===== src/rtl/freq_meter_pkg.sv =====
// Shared definitions for the frequency meter: gate FSM encoding and BCD digit helpers.
package freq_meter_pkg;

    typedef enum logic [1:0] {
        GATE  = 2'd0,
        LATCH = 2'd1,
        CLEAR = 2'd2
    } gate_state_e;

    localparam int DIGIT_W = 4;
    localparam logic [DIGIT_W-1:0] BCD_NINE = 4'd9;

    function automatic logic [DIGIT_W-1:0] bcd_inc(input logic [DIGIT_W-1:0] d);
        return (d == BCD_NINE) ? '0 : d + 4'd1;
    endfunction

endpackage


===== src/rtl/bcd_digit.sv =====
// One decade of the BCD event counter; carry ripples to the next decade on 9 -> 0.
module bcd_digit
    import freq_meter_pkg::*;
(
    input  logic               clk_50mhz,
    input  logic               rst,
    input  logic               clr,
    input  logic               inc,
    output logic [DIGIT_W-1:0] q,
    output logic               carry
);

    logic [DIGIT_W-1:0] q_q;

    always_ff @(posedge clk_50mhz) begin
        if (!rst) begin
            q_q <= '0;
        end else if (clr) begin
            q_q <= '0;
        end else if (inc) begin
            q_q <= bcd_inc(q_q);
        end
    end

    assign q     = q_q;
    assign carry = inc & (q_q == BCD_NINE);

endmodule


===== src/rtl/freq_meter.sv =====
// Counts rising edges of sig_in over a fixed gate window of clk_50mhz cycles and
// presents the last completed count as packed BCD with a sticky full-scale flag.
module freq_meter
    import freq_meter_pkg::*;
#(
    parameter int GATE_CYCLES = 50_000_000,
    parameter int DIGITS      = 6
) (
    input  logic                      clk_50mhz,
    input  logic                      rst,
    input  logic                      sig_in,
    output logic [DIGIT_W*DIGITS-1:0] freq_bcd,
    output logic                      ovf,
    output logic                      valid
);

    localparam int GW = $clog2(GATE_CYCLES + 1);
    localparam logic [GW-1:0] GATE_LAST = GW'(GATE_CYCLES - 1);

    logic                      sync1_q, sync2_q, prev_q;
    gate_state_e               state_q;
    logic [GW-1:0]             gcnt_q;
    logic                      ovf_sticky_q;
    logic [DIGIT_W*DIGITS-1:0] freq_q;
    logic                      ovf_q;
    logic                      valid_q;

    logic                      rise;
    logic                      in_gate;
    logic                      all_nines;
    logic                      cnt_inc;
    logic                      cnt_clr;
    logic [DIGITS-1:0]         is_nine;
    logic [DIGITS-1:0]         inc_w;
    logic [DIGITS-1:0]         carry_w;
    logic [DIGIT_W*DIGITS-1:0] cnt_w;
    logic                      carry_unused;

    assign rise      = sync2_q & ~prev_q;
    assign in_gate   = (state_q == GATE);
    assign all_nines = &is_nine;
    // Once full scale is reached the digits hold; further rises only set the sticky flag.
    assign cnt_inc   = rise & in_gate & ~all_nines;
    assign cnt_clr   = (state_q == CLEAR);

    for (genvar i = 0; i < DIGITS; i++) begin : g_digit
        if (i == 0) begin : g_lsd
            assign inc_w[i] = cnt_inc;
        end else begin : g_upper
            assign inc_w[i] = carry_w[i-1];
        end

        bcd_digit u_digit (
            .clk_50mhz (clk_50mhz),
            .rst       (rst),
            .clr       (cnt_clr),
            .inc       (inc_w[i]),
            .q         (cnt_w[i*DIGIT_W +: DIGIT_W]),
            .carry     (carry_w[i])
        );

        assign is_nine[i] = (cnt_w[i*DIGIT_W +: DIGIT_W] == BCD_NINE);
    end

    assign carry_unused = carry_w[DIGITS-1];

    always_ff @(posedge clk_50mhz) begin
        if (!rst) begin
            sync1_q      <= 1'b0;
            sync2_q      <= 1'b0;
            prev_q       <= 1'b0;
            state_q      <= CLEAR;
            gcnt_q       <= '0;
            ovf_sticky_q <= 1'b0;
            freq_q       <= '0;
            ovf_q        <= 1'b0;
            valid_q      <= 1'b0;
        end else begin
            sync1_q <= sig_in;
            sync2_q <= sync1_q;
            prev_q  <= sync2_q;
            valid_q <= 1'b0;
            case (state_q)
                GATE: begin
                    gcnt_q <= gcnt_q + 1'b1;
                    if (rise && all_nines) begin
                        ovf_sticky_q <= 1'b1;
                    end
                    if (gcnt_q == GATE_LAST) begin
                        state_q <= LATCH;
                    end
                end
                LATCH: begin
                    freq_q  <= cnt_w;
                    ovf_q   <= ovf_sticky_q;
                    valid_q <= 1'b1;
                    state_q <= CLEAR;
                end
                CLEAR: begin
                    gcnt_q       <= '0;
                    ovf_sticky_q <= 1'b0;
                    state_q      <= GATE;
                end
                default: begin
                    state_q <= CLEAR;
                end
            endcase
        end
    end

    assign freq_bcd = freq_q;
    assign ovf      = ovf_q;
    assign valid    = valid_q;

endmodule

===== config.mk =====
export PLATFORM = sky130hd
export DESIGN_NAME = freq_meter
export DESIGN_NICKNAME = d
export VERILOG_FILES = /design/src/rtl/freq_meter_pkg.sv /design/src/rtl/bcd_digit.sv /design/src/rtl/freq_meter.sv
export SDC_FILE = /design/constraint.sdc
export NUM_CORES = 1
export LEC_CHECK = 0
export ABC_AREA = 1
export ABC_CLOCK_PERIOD_IN_PS = 2200
export CAP_MARGIN = 20
export CORE_MARGIN = 3
export CORE_UTILIZATION = 35
export DETAILED_ROUTE_END_ITERATION = 10
export SLEW_MARGIN = 0
export SYNTH_ARGS = -nofsm -noshare
export SYNTH_HDL_FRONTEND = slang
export SYNTH_SLANG_ARGS = --single-unit
export TNS_END_PERCENT = 5

===== constraint.sdc =====
create_clock -name clk_50mhz -period 2.2 [get_ports clk_50mhz]
set_clock_uncertainty 0.1 [all_clocks]
set_input_delay 0.44 -clock clk_50mhz [delete_from_list [all_inputs] [get_ports clk_50mhz]]
set_output_delay 0.44 -clock clk_50mhz [all_outputs]
set_load 0.01 [all_outputs]

Yosys cells after proc, flatten, opt, wreduce, memory -nomap -nowiden
Index checks and enable logic that the tools add are counted.
Widths: inputs -> output; s select.
{ "word_totals": {"register_bits": 82, "latchBits": 0, "ram_bits": 0, "mem_bits_ro": 0, "input_bits": 3, "output_inout_bits": 26, "wordCells": 62, "n_memories": 0} }
{ "classes": {"n_addsub": 7, "multipliers": 0, "div_mod_pow": 0, "order_cmp": 0, "n_eq_ne": 11, "shifts": 0, "n_mux": 12, "bitwise": 11, "n_reduce_logical": 6} }
{ "ops": {"columns": ["op", "count"], "rows": [
  ["$pmux 26 s2", 1],
  ["$add 26x1->26 const B", 1],
  ["$eq 26x26->1 const B", 1],
  ["$add 4x1->4 const B", 6],
  ["$eq 4x4->1 const B", 6],
  ["$mux 4", 6],
  ["$and 1x1->1", 8],
  ["$reduce_and 6->1", 1],
  ["$ne 2x1->1 const B", 2],
  ["$pmux 2 s2", 1],
  ["$not 1->1", 3],
  ["$eq 2x1->1 const B", 1],
  ["$eq 2x2->1 const B", 1],
  ["$logic_not 2->1", 1],
  ["$mux 1", 2],
  ["$mux 2", 1],
  ["$pmux 1 s2", 1],
  ["$reduce_and 2->1", 1],
  ["$reduce_bool 2->1", 1],
  ["$reduce_or 2->1", 1],
  ["$logic_and 1x1->1", 1]
]} }

Depth between registers and ports, before layout
{ "depth": {"ltp_word": 9, "mapped_depth": 11, "ltp_nobuf": 11} }

By module
From an unflattened synthesis, not the netlist that was laid out.
{ "unflattened": {"hier_cells": 553, "hier_area_um2": 3753.6} }
{ "modules_own_cells": {"columns": ["mod", "instances", "cells_each", "area_per_inst_um2"], "rows": [
  ["freq_meter", 1, 379, 2597.5],
  ["bcd_digit", 6, 29, 192.7]
]} }

Worst setup path before layout
Ideal clock, no wire load.
{ "synth_path": {"path_kind": "flip-flop to flip-flop", "startpoint": "reg gcnt_q[0]", "endpoint": "reg gcnt_q[18]", "setup_ns": 0.070, "t_arrival_ns": 1.392, "t_required_ns": 2.030, "setup_slack_ns": 0.638, "path_stages_with_launch": 10, "synth_period_minus_slack_ns": 1.562, "cell_sequence": "dfxtp_1 ha_1 nand2_1 nor2_1 nand2_1 nor2_1 inv_1 nor4_2 o21ai_0 a21oi_1"} }
{ "synth_via": {"elab_chain_len": 2} }
{ "synth_rtl": {"columns": ["element", "line_no", "rtl"], "rows": [
  ["start: declaration", "freq_meter.sv:22", "logic [GW-1:0] gcnt_q;"],
  ["start signal: assignment", "freq_meter.sv:85", "gcnt_q <= gcnt_q + 1'b1;"],
  ["$add 26x1->26", "freq_meter.sv:85", null],
  ["$pmux 26 s2", "freq_meter.sv:83", "case (state_q)"]
]} }
Every way passes these cells.
A chain may end at the register's enable or synchronous reset.

Final worst setup path
{ "layout_path": {"startpoint": "reg gcnt_q[0]", "endpoint": "reg gcnt_q[14]"} }
The elaborated chain is that of the path after synthesis.

==> impl_metrics.yaml <==
routing:
  wire_per_inst_um: 11.73
  vias_per_cell: 4.786
  drc: 0
  dr.pass1.iters: 5
  wl_met3_um: 248
  wl_um: 7928
  drt_iter0_drc: 111
  vias: 3235
  wl_met2_um: 3761
  drtAntennaViolNets: 0
  maxUsedRoutingLayer: "met4"
  m1WireLength_um: 3723
setup_path:
  end_kind: "register"
  r2r_end: "gcnt_q[14]$_SDFFE_PN0N_"
  cp_data_required_time_ps: 2350
  crit_fanout: 4
  rrSetupSlack_ps: 320
  worstRegToRegCells: 10
  path_class: "register to register"
  arrival_ps: 2030
  critPathLaunchType: "register"
  reg2reg_from: "gcnt_q[0]$_SDFFE_PN0N_"
layout:
  stdcell_count: 676
  diodes: 0
  n_fill_cell: 1002
  seq_area_um2: 1642
  fin_nets: 542
  layout-drive-gt1-share_pct: 10.13
  syn_to_final_growth_pct: 18.29
  fin_util_pct: 43.25
  multiInputGateArea_um2: 1705
  design_area_um2: 4305
floorplanning:
  die_area_um2: 11660
  die_h_um: 108.0
  die_w_um: 108.0
  ioPinCount: 29
  start_util_pct: 36.56
  row_count: 36
  coreArea_um2: 9955
sta:
  final.setup.tns_ps: 0
  worst-slew-pin-transition_ps: 408.5
  final.min_clock_period_ps: 1882
  relSlewSlack_pct: 72.74
  fin_ws_ps: 318.1
  fmax_mhz: 531.4
  final-max-slew-violation-count: 0
  rsz0062_at_grt: "no"
  fin_crit_sh_pct: 85.54
  setup_violations: 0
  finalHoldViolations: 0
logic_synthesis:
  synth_cells: 505
  ys.warnings.count: 0
  syn_avg_cell_area_um2: 7.207
  ys_types: 34
  synth_fp_nets: 509
  ys_top_cells_by_area: "dfxtp_1 (45%), nand2_1 (9.2%), nor2_1 (7.6%)"
  syn-cell-area_um2: 3640
  synth_top_area_share_pct: 45.10
  ys_seq_area_share_pct: 45.10
  synth_area_leader_cell: "dfxtp_1"
  ys_ff_latch: 82
place:
  pre_cts_ws_ps: 39.06
  gp_congestion: 0.8665
  portBuffers: 28
  dp_cells: 660
  dp_hpwl_um: 5870
  placed_cell_area_um2: 4113
worst_hold_path:
  holdCritPathClass: "register to register"
  hold_start: "sync1_q$_SDFF_PN0_"
  holdPathEnd: "sync2_q$_SDFF_PN0_"
  hold-path-cell-count: 2
clock_tree:
  cts_tree: "yes"
  ctsResizeCount: 0
  cts.sinks: 82
  cts.hold.buffers_added: 0
  cts_made_buffers: 9
  clk_path_buf_depth: 2
  clockRootBuffer: "clkbuf_8"
  clkLatencyLatePin_ps: 350
  cts.clk_slew.worst_paths_ps: 80
  postCtsSetupRepairBufs: 0
  htree_levels: 3
pwr:
  p_per_area_nw_per_um2: 613.2
  leakagePower_nw: 1.555
  irDropWorstVdd_mv: 0.2472
global_routing:
  gr-total-overflow: 0
  grt_use_total_pct: 14.81
  antenna_found_initial: 0
  grt_pass1_wl_um: 13890
  grt_max_degree: 49
  grt_pass1_vias: 3115
flow_run:
  maxCapViolations: 0
status:
  outcome: "completed"
==> per-stage QoR <==
step                total power [mW]  hold WS [ps]
floorplan                      1.565         290.5
global placement               1.587         304.2
detailed placement             1.588         307.5
CTS                            2.685         328.2
global route                   2.758         342.9
finish                         2.640         322.3
==> flip-flops by register name, indices dropped and copies added (netlist names) <==
name,cells
gcnt_q,26
freq_bcd,24
g_digit.u_digit.q,24
state_q,2
ovf,1
ovf_sticky_q,1
prev_q,1
sync1_q,1
sync2_q,1
valid,1
==> where the power goes <==
part	internal, mW	switching (mW)
clock network	0.529	0.560
logic	0.0216	0.0382
registers	1.49	0.00394
==> logic make-up (layout without fill, tap and decap cells) <==
logic type | count (synthesis) | in the layout | share of synthesized area [%]
adder cells (fa/ha/maj) | 1 | 1 | 0.3437
buffers and inverters | 77 | 115 | 8.113
AND/OR/NAND/NOR | 228 | 228 | 29.19
XOR/XNOR | 4 | 4 | 0.9624
AO/OA/AOI/OAI | 113 | 113 | 16.29
flip-flops | 82 | 82 | 45.10
==> cell type report <==
type                       count  area share (%)
clock buffer                  10           2.964
clock inverter                 6           1.511
inverter                      64           5.609
multi-input combinational    346           39.61
sequential                    82           38.13
tap                          133           3.865
timing repair buffer          35           8.312
==> cells in the final DEF, fill, tap and decap left out, drive strengths merged <==
master,n
a221oi,1
nor3b,1
o21ai,54
clkinvlp,1
xor2,4
inv,65
o22ai,1
bufinv,1
dfxtp,82
clkbuf,10
buf,7
o21ba,1
a21oi,52
and2,1
a21o,1
nand2,89
clkdlybuf4s50,28
o21a,1
nor2,86
clkinv,3
a32o,1
o221ai,1
nor3,14
nand3,26
nor4,3
nand4,8
ha,1
==> layer usage <==
metal	global-route usage [%]	vias up
li1	-	1715
met5	0	-
met3	4.179	17
met4	5.771	0
met1	18.14	1454
met2	24.64	49
==> worst max-delay path by stage <==
stage	cells after the start	endpoint	from	slack, ps
floorplan	9	gcnt_q[18]$_SDFFE_PN0N_	gcnt_q[0]$_SDFFE_PN0N_	640
CTS	10	gcnt_q[14]$_SDFFE_PN0N_	gcnt_q[0]$_SDFFE_PN0N_	320
finish	10	gcnt_q[14]$_SDFFE_PN0N_	gcnt_q[0]$_SDFFE_PN0N_	320
global route	9	gcnt_q[18]$_SDFFE_PN0N_	gcnt_q[0]$_SDFFE_PN0N_	120
detailed placement	7	gcnt_q[14]$_SDFFE_PN0N_	rst	40
global placement	7	gcnt_q[14]$_SDFFE_PN0N_	rst	140
==> worst max-delay path: stages (launching register included) <==
cell	delay, ps
dfxtp_1	400
ha_1	190
nand2_1	80
nor2_2	180
nand3_1	140
nor3_2	250
nand2_1	120
nand2_1	90
o21ai_0	80
o21ai_0	100
inv_1	50
==> Yosys cell counts <==
master / number
nand4_1: 7
nor3_2: 2
nor4_2: 1
nor2_2: 8
nor3b_2: 1
o21a_1: 1
nor4_1: 2
a32o_1: 1
nand4_4: 1
a21oi_1: 51
ha_1: 1
nand3_2: 2
nor3_1: 12
inv_2: 7
nand3_4: 2
nor2_1: 74
a21o_1: 1
and2_2: 1
xor2_1: 4
dfxtp_1: 82
nand3_1: 22
nand2_1: 89
clkinv_2: 1
o21ba_2: 1
o22ai_1: 1
buf_2: 4
o221ai_1: 1
clkbuf_1: 9
inv_1: 56
o21ai_1: 3
nor2_4: 4
a21oi_2: 1
a221oi_1: 1
o21ai_0: 51
Note: power is estimated with default switching activity, not from simulation.
